File: src/rtl/status_cond_unit.sv
// -----------------------------------------------------------------------------
// status_cond_unit
//
// Status register and condition-check stage that sits around the EXE-stage ALU
// of the 32-bit ARM pipeline.
//   * Latches the ALU {N,Z,C,V} bits when a flag-setting instruction leaves EXE.
//   * Returns the registered carry to the ALU for ADC/SBC.
//   * Evaluates the ARM condition field of the instruction in ID, optionally
//     forwarding flags that are being committed in the same cycle.
//   * Keeps a sticky overflow bit and a wrapping flag-commit counter.
//
// Ports
//   clk         pipeline clock, all state updates on the rising edge
//   rst_n       synchronous active-low reset
//   status_in   ALU status {N,Z,C,V} (N = bit 3, V = bit 0)
//   s_en        EXE instruction sets flags (S bit, CMP/TST/...)
//   exe_valid   EXE slot holds a real, non-flushed instruction
//   freeze      pipeline stall; blocks any commit
//   clr_q       clear sticky overflow
//   cond        condition field [31:28] of the instruction in ID
//   status_q    registered {N,Z,C,V}
//   c_out       registered carry, feeds the ALU carry input
//   cond_pass   ID instruction's condition is satisfied
//   sticky_v    a committed V=1 has been seen since the last clear
//   commit_cnt  number of flag commits, wraps modulo 2^CNT_W
// -----------------------------------------------------------------------------
module status_cond_unit #(
  parameter int CNT_W  = 8,
  parameter bit BYPASS = 1'b1
) (
  input  logic             clk,
  input  logic             rst_n,
  input  logic [3:0]       status_in,
  input  logic             s_en,
  input  logic             exe_valid,
  input  logic             freeze,
  input  logic             clr_q,
  input  logic [3:0]       cond,
  output logic [3:0]       status_q,
  output logic             c_out,
  output logic             cond_pass,
  output logic             sticky_v,
  output logic [CNT_W-1:0] commit_cnt
);

  logic             commit;
  logic [3:0]       status_reg;
  logic [CNT_W-1:0] cnt_reg;
  logic [CNT_W-1:0] cnt_next;
  logic             sticky_reg;
  logic             sticky_next;
  logic [3:0]       eff_flags;
  logic             flag_n, flag_z, flag_c, flag_v;
  logic [6:0]       cond_base;
  logic [15:0]      cond_vec;

  // A stall wins over everything; a flushed slot never commits.
  assign commit = s_en & exe_valid & ~freeze;

  assign cnt_next = cnt_reg + {{(CNT_W-1){1'b0}}, 1'b1};

  // Setting wins over clearing when both happen in the same cycle.
  assign sticky_next = (sticky_reg & ~clr_q) | (commit & status_in[0]);

  always_ff @(posedge clk) begin
    if (!rst_n) begin
      status_reg <= 4'b0000;
      cnt_reg    <= '0;
      sticky_reg <= 1'b0;
    end else begin
      if (commit) begin
        status_reg <= status_in;
        cnt_reg    <= cnt_next;
      end
      sticky_reg <= sticky_next;
    end
  end

  // Flags seen by the condition check. With forwarding, a commit in this
  // cycle is visible to ID without waiting for the register.
  generate
    if (BYPASS) begin : g_bypass
      assign eff_flags = commit ? status_in : status_reg;
    end else begin : g_no_bypass
      assign eff_flags = status_reg;
    end
  endgenerate

  assign flag_n = eff_flags[3];
  assign flag_z = eff_flags[2];
  assign flag_c = eff_flags[1];
  assign flag_v = eff_flags[0];

  // ARM condition codes come in complementary pairs: the odd code is the
  // inverse of the even code below it. Only the even ones are built here.
  assign cond_base[0] = flag_z;                          // EQ
  assign cond_base[1] = flag_c;                          // CS
  assign cond_base[2] = flag_n;                          // MI
  assign cond_base[3] = flag_v;                          // VS
  assign cond_base[4] = flag_c & ~flag_z;                // HI
  assign cond_base[5] = ~(flag_n ^ flag_v);              // GE
  assign cond_base[6] = ~flag_z & ~(flag_n ^ flag_v);    // GT

  genvar gi;
  generate
    for (gi = 0; gi < 7; gi++) begin : g_cond_pair
      assign cond_vec[2*gi]   = cond_base[gi];
      assign cond_vec[2*gi+1] = ~cond_base[gi];
    end
  endgenerate

  assign cond_vec[14] = 1'b1;  // AL
  assign cond_vec[15] = 1'b0;  // NV

  // Held low during reset so nothing in ID executes on undefined flags.
  assign cond_pass  = rst_n & cond_vec[cond];

  assign status_q   = status_reg;
  assign c_out      = status_reg[1];
  assign sticky_v   = sticky_reg;
  assign commit_cnt = cnt_reg;

endmodule

File: config.mk
export PLATFORM = sky130hd
export DESIGN_NAME = status_cond_unit
export DESIGN_NICKNAME = d
export VERILOG_FILES = /design/src/rtl/status_cond_unit.sv
export SDC_FILE = /design/constraint.sdc
export NUM_CORES = 1
export LEC_CHECK = 0
export CAP_MARGIN = 10
export CORE_UTILIZATION = 40
export DETAILED_ROUTE_END_ITERATION = 12
export MAX_ROUTING_LAYER = met4
export PLACE_DENSITY = 0.82
export SLEW_MARGIN = 0
export SYNTH_ARGS = -nofsm -noshare
export SYNTH_HDL_FRONTEND = slang
export SYNTH_SLANG_ARGS = --single-unit
File: constraint.sdc
create_clock -name clk -period 4.4 [get_ports clk]
set_clock_uncertainty 0.1 [all_clocks]
set_input_delay 0.88 -clock clk [delete_from_list [all_inputs] [get_ports clk]]
set_output_delay 0.88 -clock clk [all_outputs]
set_load 0.01 [all_outputs]
# After elaboration in Yosys (flattened, before gate mapping)
# Index checks and enable logic that the tools add are counted.
[op_classes]
mux = 3
add_sub_neg = 1
bitwise = 18
order_cmp = 1
[op_table]
columns = ["cell", "n"]
rows = [
  ["1-bit inverter", 9],
  ["8-bit by 1-bit adder with 8-bit output, second input constant", 1],
  ["1-bit bitwise AND", 7],
  ["4-bit by 5-bit less-than comparator with 1-bit output, second input constant", 1],
  ["1-bit binary-select mux with 4-bit select", 1],
  ["4-bit 2-to-1 mux", 1],
  ["1-bit 2-to-1 mux", 1],
  ["1-bit OR", 1],
  ["1-bit XOR", 1],
]
[word_totals]
out_inout_bits = 15
in_bits = 14
register_bits = 13

# Depth between registers and ports, before layout
# Gate-level depths: netlist (run 1).
[logic_depth]
word_depth = 10
ltp_mapped = 6
ltp_nobuf = 5

# Least setup slack after synthesis (run 1)
# Ideal clock, no wire load.
[synth_path]
kind = "input to output"
startpoint = "in freeze"
endpoint = "out cond_pass"
path_slack_ns = 1.405
arrival_time_ns = 2.015
cell_stages = 6
required_time_ns = 3.420
path_cell_list = "nand3b_4 -> buf_6 -> a211oi_4 -> mux2i_1 -> o2111ai_1 -> mux2i_1"
[synth_via]
elab_chain_len = 10
elab_cells_between_ends = 16
cone_classes = "mux: 3; bitwise: 13"
[synth_rtl]
columns = ["element", "line_no", "source"]
rows = [
  ["start: declaration", "36", "input logic freeze,"],
  ["1-bit inverter *", "58", "assign commit = s_en & exe_valid & ~freeze;"],
  ["1-bit bitwise AND *", "58", ""],
  ["4-bit 2-to-1 mux *", "n/a", ""],
  ["1-bit XOR", "101, 102", ""],
  ["1-bit inverter", "101, 102", ""],
  ["1-bit bitwise AND", "102", "assign cond_base[6] = ~flag_z & ~(flag_n ^ flag_v);"],
  ["1-bit inverter", "108", "assign cond_vec[2*gi+1] = ~cond_base[gi];"],
  ["1-bit binary-select mux with 4-bit select *", "116", "assign cond_pass = rst_n & cond_vec[cond];"],
  ["1-bit 2-to-1 mux (implied by the code) *", "116", ""],
  ["1-bit bitwise AND *", "116", ""],
  ["end: declaration", "41", "output logic cond_pass,"],
]
# Mark *: on every way between the ends. The rest lies on a longest branch, timed or not. The select of a mux whose other input is x is not followed.

# Final worst setup path (run 1)
[layout_path]
startpoint = "in s_en"
endpoint = "out cond_pass"
[layout_via]
elab_chain_len = 10
elab_cells_between_ends = 16
cone_classes = "mux: 3; bitwise: 13"
[layout_rtl]
columns = ["element", "line_no", "source"]
rows = [
  ["start: declaration", "34", "input logic s_en,"],
  ["1-bit bitwise AND * (2 in a row)", "58", ""],
  ["4-bit 2-to-1 mux *", "n/a", ""],
  ["1-bit XOR", "101, 102", ""],
  ["1-bit inverter", "101, 102", ""],
  ["1-bit bitwise AND", "102", ""],
  ["1-bit inverter", "108", ""],
  ["1-bit binary-select mux with 4-bit select *", "116", ""],
  ["1-bit 2-to-1 mux (implied by the code) *", "116", ""],
  ["1-bit bitwise AND *", "116", ""],
]
# Marks and branches as above.

==> results of run 1 <==
==> placed cells by master, fill, tap and decap left out <==
master	n
nand3b_4	1
mux2i_1	5
a21oi_1	1
nand3_1	3
and3_1	1
o21ai_2	1
xor2_1	3
clkbuf_4	3
mux2_4	1
nor2_1	2
xnor2_1	7
clkdlybuf4s50_1	28
o21a_1	1
and4b_1	1
nand4b_1	1
and2_2	1
nor2b_1	4
nand2_1	8
nand2b_1	1
ha_1	1
and2_1	8
mux2_2	1
clkbuf_1	1
nand4_1	2
a211oi_4	1
o2111ai_1	2
dfxtp_1	13
a21boi_0	2
==> cell families after synthesis <==
kind of cell / count (synthesis)
AND/OR/NAND/NOR: 33
XOR/XNOR: 10
flip-flops: 13
adder cells (fa/ha/maj): 1
multiplexers: 7
AO/OA/AOI/OAI: 8
buffers and inverters: 4
==> state kept, by name (all words and copies together), names as in the netlist <==
| name | count |
|---|---|
| status_q | 4 |
| sticky_v | 1 |
| commit_cnt | 8 |
==> tightest hold or removal path, delay by kind of cell (launching register included) <==
family | cells | cell delay, ns
AO/OA/AOI/OAI | 1 | 0.07
flip-flops | 1 | 0.34
AND/OR/NAND/NOR | 1 | 0.06
==> how the worst max path moves through the flow <==
stage                   start        end  slack (ns)  cells after the start
global route             s_en  cond_pass        0.29                      7
floorplan              freeze  cond_pass        1.40                      6
global placement    exe_valid  cond_pass        0.45                      7
CTS                      s_en  cond_pass        0.40                      7
detailed placement  exe_valid  cond_pass        0.40                      7
finish                   s_en  cond_pass        0.43                      7
==> cell type report <==
cell class | count | area share [%]
Clock buffer | 4 | 2.51
Timing Repair Buffer | 28 | 26.8
Sequential cell | 13 | 24.9
Tap cell | 25 | 2.99
Multi-Input combinational cell | 59 | 42.9
==> power by group through the flow <==
stage	Clock [mW]	Combinational, mW	Sequential (mW)
after global placement	0	0.0431	0.125
after CTS	0.0757	0.0448	0.122
after detailed placement	0	0.0445	0.125
after floorplan	0	0.0208	0.125
final	0.0714	0.0441	0.122
after global routing	0.0799	0.0477	0.122
==> per-layer routing <==
layer	wire, um	vias to the layer above	GRT usage (%)
met5	0	-	-
met1	681	274	21.9
met2	776	22	29.3
met3	126	2	3.20
met4	5	0	9.09
li1	-	316	-
==> out/results.tsv, run 1 <==
metric	value	unit
Clock Latency Late Sink	0.27	ns
Layout Cells excl Fill	129	
Die Y-Extent	44.9	um
Post-CTS Hold Buffers	0	
top-area cell type share of the netlist area	35.3	%
Power, Total	0.237	mW
WHS Path Cells	2	
Yosys reg bits	13	
Post-Synth Simple-Gate Area	27.0	%
YS warnings	0	
CP top delay family	buffers and inverters	
area occupied by multi-input gates	449	sq um
Peak Freq	252	MHz
Min Clock Period, post-route	3.97	ns
placed cell count	125	
clk root buf	clkbuf_4	
Final Cell Area	1050	sq um
via count	614	
initial antenna violation count	0	
# Post-CTS Setup Buffers	0	
sequential fraction of the synthesis area	35.3	%
Die X	44.9	um
switching share of power	23.6	%
Mean Syn Cell Area	9.70	sq um
CP max FO	11	
TritonCTS Buffers	3	
nets	120	
Syn Nets	91	
CTS sink count	13	
Pre-antenna DRT Iters	1	
PwrDens	227	nW/um^2
worst setup margin	0.429	ns
P_leak	0.409	nW
max incr delay on CP	0.55	ns
largest cells by area after synthesis	dfxtp_1 35%, xnor2_1 8.3%, and2_1 6.8%, mux2i_1 6.8%, nand2_1 4.1%	
Synth Area in XOR/XNOR	11.9	%
final clock period utilization by the worst path	90.2	%
H-tree depth	1	
combinational share of power	18.6	%
share of layout cells above drive strength 1	8.65	%
dpl ws	0.403	ns
crit path DAT	2.99	ns
Clock Tree Buf Depth	2	
Starting Density	42.7	%
Final Hold Fails	0	
post-synthesis cell count	76	
Synth Flop Type	dfxtp_1	
top-count cell post-synth	dfxtp_1	
Final Core Density	60.7	%
final wirelength	1590	um
post-cts sizing count	0	
multiplexer share of the synthesized area	10.4	%
I/O pins	29	
largest vdd supply drop	0.000156	V
core box area	1730	sq um
Hold Path Sink	status_q[3]$_SDFF_PN0_	
DPL Wire Length	1220	um
Yosys cell types	29	
Worst EP required	3.42	ns
max_slew headroom	68.1	%
Compound-Gate Fraction of Synth Area	10.0	%
post-synth top area cell	dfxtp_1	
hold crit path type	flip-flop to flip-flop	
FF-to-FF End	commit_cnt[5]$_SDFFE_PN0N_	
CP max stage cell	clkdlybuf4s50_1	
All-Layer GR Usage	18.3	%
first-pass GRT wire length	2570	um
outcome	finished clean	
RSZ-0062 raised after global routing	false	
Setup Viol. Count Final	0	
Remaining Overflow, GRT	0	
worst reg2reg path depth	5	
EDFF count, synth	0	
adder-cell share of the synthesized area	1.70	%
Post-Place Cell Area	1020	sq um
die area	2020	sq um
combinational family with the most area after synthesis	simple AND/OR/NAND/NOR gates	
Worst R2R Setup Slack	3.07	ns
vias in the first global route	597	
wire length per cell	12.3	um
clock share of power	30.1	%
remaining routing DRC violations	0	
Worst Setup End Kind	output pin	
ANT cells	0	
row count	15	
Hold WS	0.422	ns
TritonCTS clock tree	yes	
largest net degree at the start of global routing	16	
FF+latch area	260	sq um
vias per cell	4.76	
Area growth syn-to-layout	42.1	%
max cap viols	0	
startpoint types	primary input	
CP Buf/Inv Count	2	
Slew Limit Fails	0	
ys async rst share	0	%
Reg power frac	51.4	%
total internal power	0.181	mW
Port Buffers	28	
Slew @ Worst Pin	0.477	ns
Switching Power	0.0561	mW
CP Class	primary input to output pin	
fillers	146	
list of most frequent post-synthesis cells	13 x dfxtp_1, 8 x and2_1, 8 x nand2_1	
Hold Crit Start	status_q[3]$_SDFF_PN0_	
clk slew on worst S/H paths	0.07	ns
routability cong.	0.804	
CP cell instances	clkdlybuf4s50_1, nand3b_4, a211oi_4, mux2i_1, o2111ai_1, mux2i_1, clkdlybuf4s50_1	
final antenna-violating net count	0	
Post-Syn Area	737	sq um
worst r2r src	commit_cnt[2]$_SDFFE_PN0N_	
setup TNS	0	ns
Initial DRC Count	0	
No activity file was read; power rests on OpenSTA's default activity.
==> run 2, diff against run 1 <==
--- a/config.mk
+++ b/config.mk
@@ -7,9 +7,11 @@
 export LEC_CHECK = 0
 export CAP_MARGIN = 10
 export CORE_UTILIZATION = 40
+export CTS_CLUSTER_SIZE = 24
 export DETAILED_ROUTE_END_ITERATION = 12
+export DONT_BUFFER_PORTS = 1
 export MAX_ROUTING_LAYER = met4
-export PLACE_DENSITY = 0.82
+export PLACE_DENSITY = 0.61
 export SLEW_MARGIN = 0
 export SYNTH_ARGS = -nofsm -noshare
 export SYNTH_HDL_FRONTEND = slang
==> run 2 against run 1 <==
Compared with the run above: clock power grew 3%; worst hold slack gained 0.042 ns; global-route usage shrank 4.0 points; first-iteration DRC count grew 2; final cell count shrank 22%; largest cell class unchanged; worst setup slack gained 0.94 ns; sequential power is essentially flat; total power shrank 9.0%; flip-flop and latch count is the same; routed wire length shrank 19%.
==> out/results.tsv, run 2 (synthesis results as in run 1) <==
metric	value	unit
Final Hold Fails	0	
Worst EP required	3.42	ns
fillers	189	
clk slew on worst S/H paths	0.08	ns
Die Y-Extent	44.9	um
vias in the first global route	487	
row count	15	
Min Clock Period, post-route	3.03	ns
hold crit path type	flip-flop to flip-flop	
met2 Use GR	20.6	%
routability cong.	0.791	
Clock Latency Late Sink	0.27	ns
initial antenna violation count	0	
Initial DRC Count	2	
largest vdd supply drop	0.000164	V
CP max FO	11	
via count	496	
crit path DAT	2.05	ns
combinational share of power	8.9	%
CTS sink count	13	
dpl ws	1.36	ns
worst setup margin	1.37	ns
Final Cell Area	767	sq um
Hold WS	0.463	ns
first-pass GRT wire length	2060	um
Post-CTS Hold Buffers	0	
nets	92	
Peak Freq	330	MHz
M3 GR Usage	6.80	%
Post-Place Cell Area	741	sq um
Switching Power	0.0500	mW
layer with the highest usage	met2	
DPL Wire Length	1010	um
Worst R2R Setup Slack	3.03	ns
total internal power	0.166	mW
clock share of power	33.9	%
setup TNS	0	ns
most common cell after layout, fill and taps aside	dfxtp_1	
PwrDens	282	nW/um^2
most frequent cells in the layout	13 x dfxtp_1, 8 x nand2_1, 8 x and2_1, 7 x xnor2_1, 5 x mux2i_1	
CP Class	primary input to output pin	
Slew Limit Fails	0	
Starting Density	42.7	%
Pre-antenna DRT Iters	3	
I/O pins	29	
FF+latch area	260	sq um
largest net degree at the start of global routing	16	
TritonCTS clock tree	yes	
die area	2020	sq um
All-Layer GR Usage	14.3	%
Reg power frac	57.1	%
Remaining Overflow, GRT	0	
M1 GR Usage	17.0	%
Die X	44.9	um
outcome	finished clean	
post-cts sizing count	0	
RSZ-0062 raised after global routing	false	
final clock period utilization by the worst path	68.8	%
max cap viols	0	
max reg flops	8	
TritonCTS Buffers	3	
share of layout cells above drive strength 1	11.8	%
Worst Setup End Kind	output pin	
# Post-CTS Setup Buffers	0	
remaining routing DRC violations	0	
vias per cell	4.91	
Final Core Density	44.4	%
final wirelength	1290	um
Setup Viol. Count Final	0	
Clock Tree Buf Depth	2	
core box area	1730	sq um
H-tree depth	1	
P_leak	0.307	nW
max_slew headroom	69.6	%
Area growth syn-to-layout	4.07	%
startpoint types	primary input	
Slew @ Worst Pin	0.455	ns
switching share of power	23.1	%
Port Buffers	0	
clk root buf	clkbuf_4	
ANT cells	0	
final antenna-violating net count	0	
wire length per cell	12.8	um
area occupied by multi-input gates	449	sq um
==> run 2: area by class of cell <==
type	count	area share, %
Sequential cell	13	33.9
Multi-Input combinational cell	59	58.6
Clock buffer	4	3.43
Tap cell	25	4.08
==> run 2: path summary, 6_finish.rpt <==
check	start	depth (start not counted)	end
max	freeze	5	cond_pass
min	commit_cnt[1]$_SDFFE_PN0N_	2	commit_cnt[1]$_SDFFE_PN0N_
max reg2reg	commit_cnt[2]$_SDFFE_PN0N_	5	commit_cnt[5]$_SDFFE_PN0N_
min reg2reg	commit_cnt[1]$_SDFFE_PN0N_	2	commit_cnt[1]$_SDFFE_PN0N_
==> run 2: power by group through the flow <==
stage	Combinational [mW]	Sequential (mW)	Clock (mW)
3_5_place_dp	0.0194	0.126	0
2_1_floorplan	0.0208	0.125	0
3_3_place_gp	0.0192	0.126	0
6_report	0.0193	0.123	0.0733
4_1_cts	0.0195	0.124	0.0747
5_1_grt	0.0214	0.124	0.0808
==> run 2: per-layer routing <==
metal | part of all wire, % | up-vias
li1 | - | 259
met1 | 48 | 218
met2 | 44 | 17
met3 | 6.8 | 2
met4 | 0.70 | 0
met5 | 0 | -
==> run 2: critical path, cell delays in order <==
cell       delay [ns]
nand3b_4         0.23
a211oi_4         0.30
mux2i_1          0.11
o2111ai_1        0.21
mux2i_1          0.32
==> run 2: per-stage QoR <==
step	total power, mW	cells
floorplan	0.146	76
global placement	0.146	97
detailed placement	0.146	97
CTS	0.218	101
global route	0.226	101
finish	0.216	101
==> run 3, diff against run 2 <==
==> constraint.sdc (replaced) <==
create_clock -name clk -period 2.95 [get_ports clk]
set_clock_uncertainty 0.1 [all_clocks]
set_input_delay 0.59 -clock clk [delete_from_list [all_inputs] [get_ports clk]]
set_output_delay 0.59 -clock clk [all_outputs]
set_load 0.01 [all_outputs]
==> results of run 3 <==
Same layout as run 2 (identical final DEF). Status: finished clean.
Among the figures that moved: setup slack after placement 1.36 ns -> 0.487 ns; setup slack after layout 1.37 ns -> 0.502 ns; hold slack 0.463 ns -> 0.337 ns; register-to-register setup slack 3.03 ns -> 1.58 ns; end point of the worst hold path commit_cnt[1]$_SDFFE_PN0N_ -> commit_cnt[5]$_SDFFE_PN0N_; total power 0.216 mW -> 0.322 mW; worst IR drop on VDD 0.000164 V -> 0.000245 V
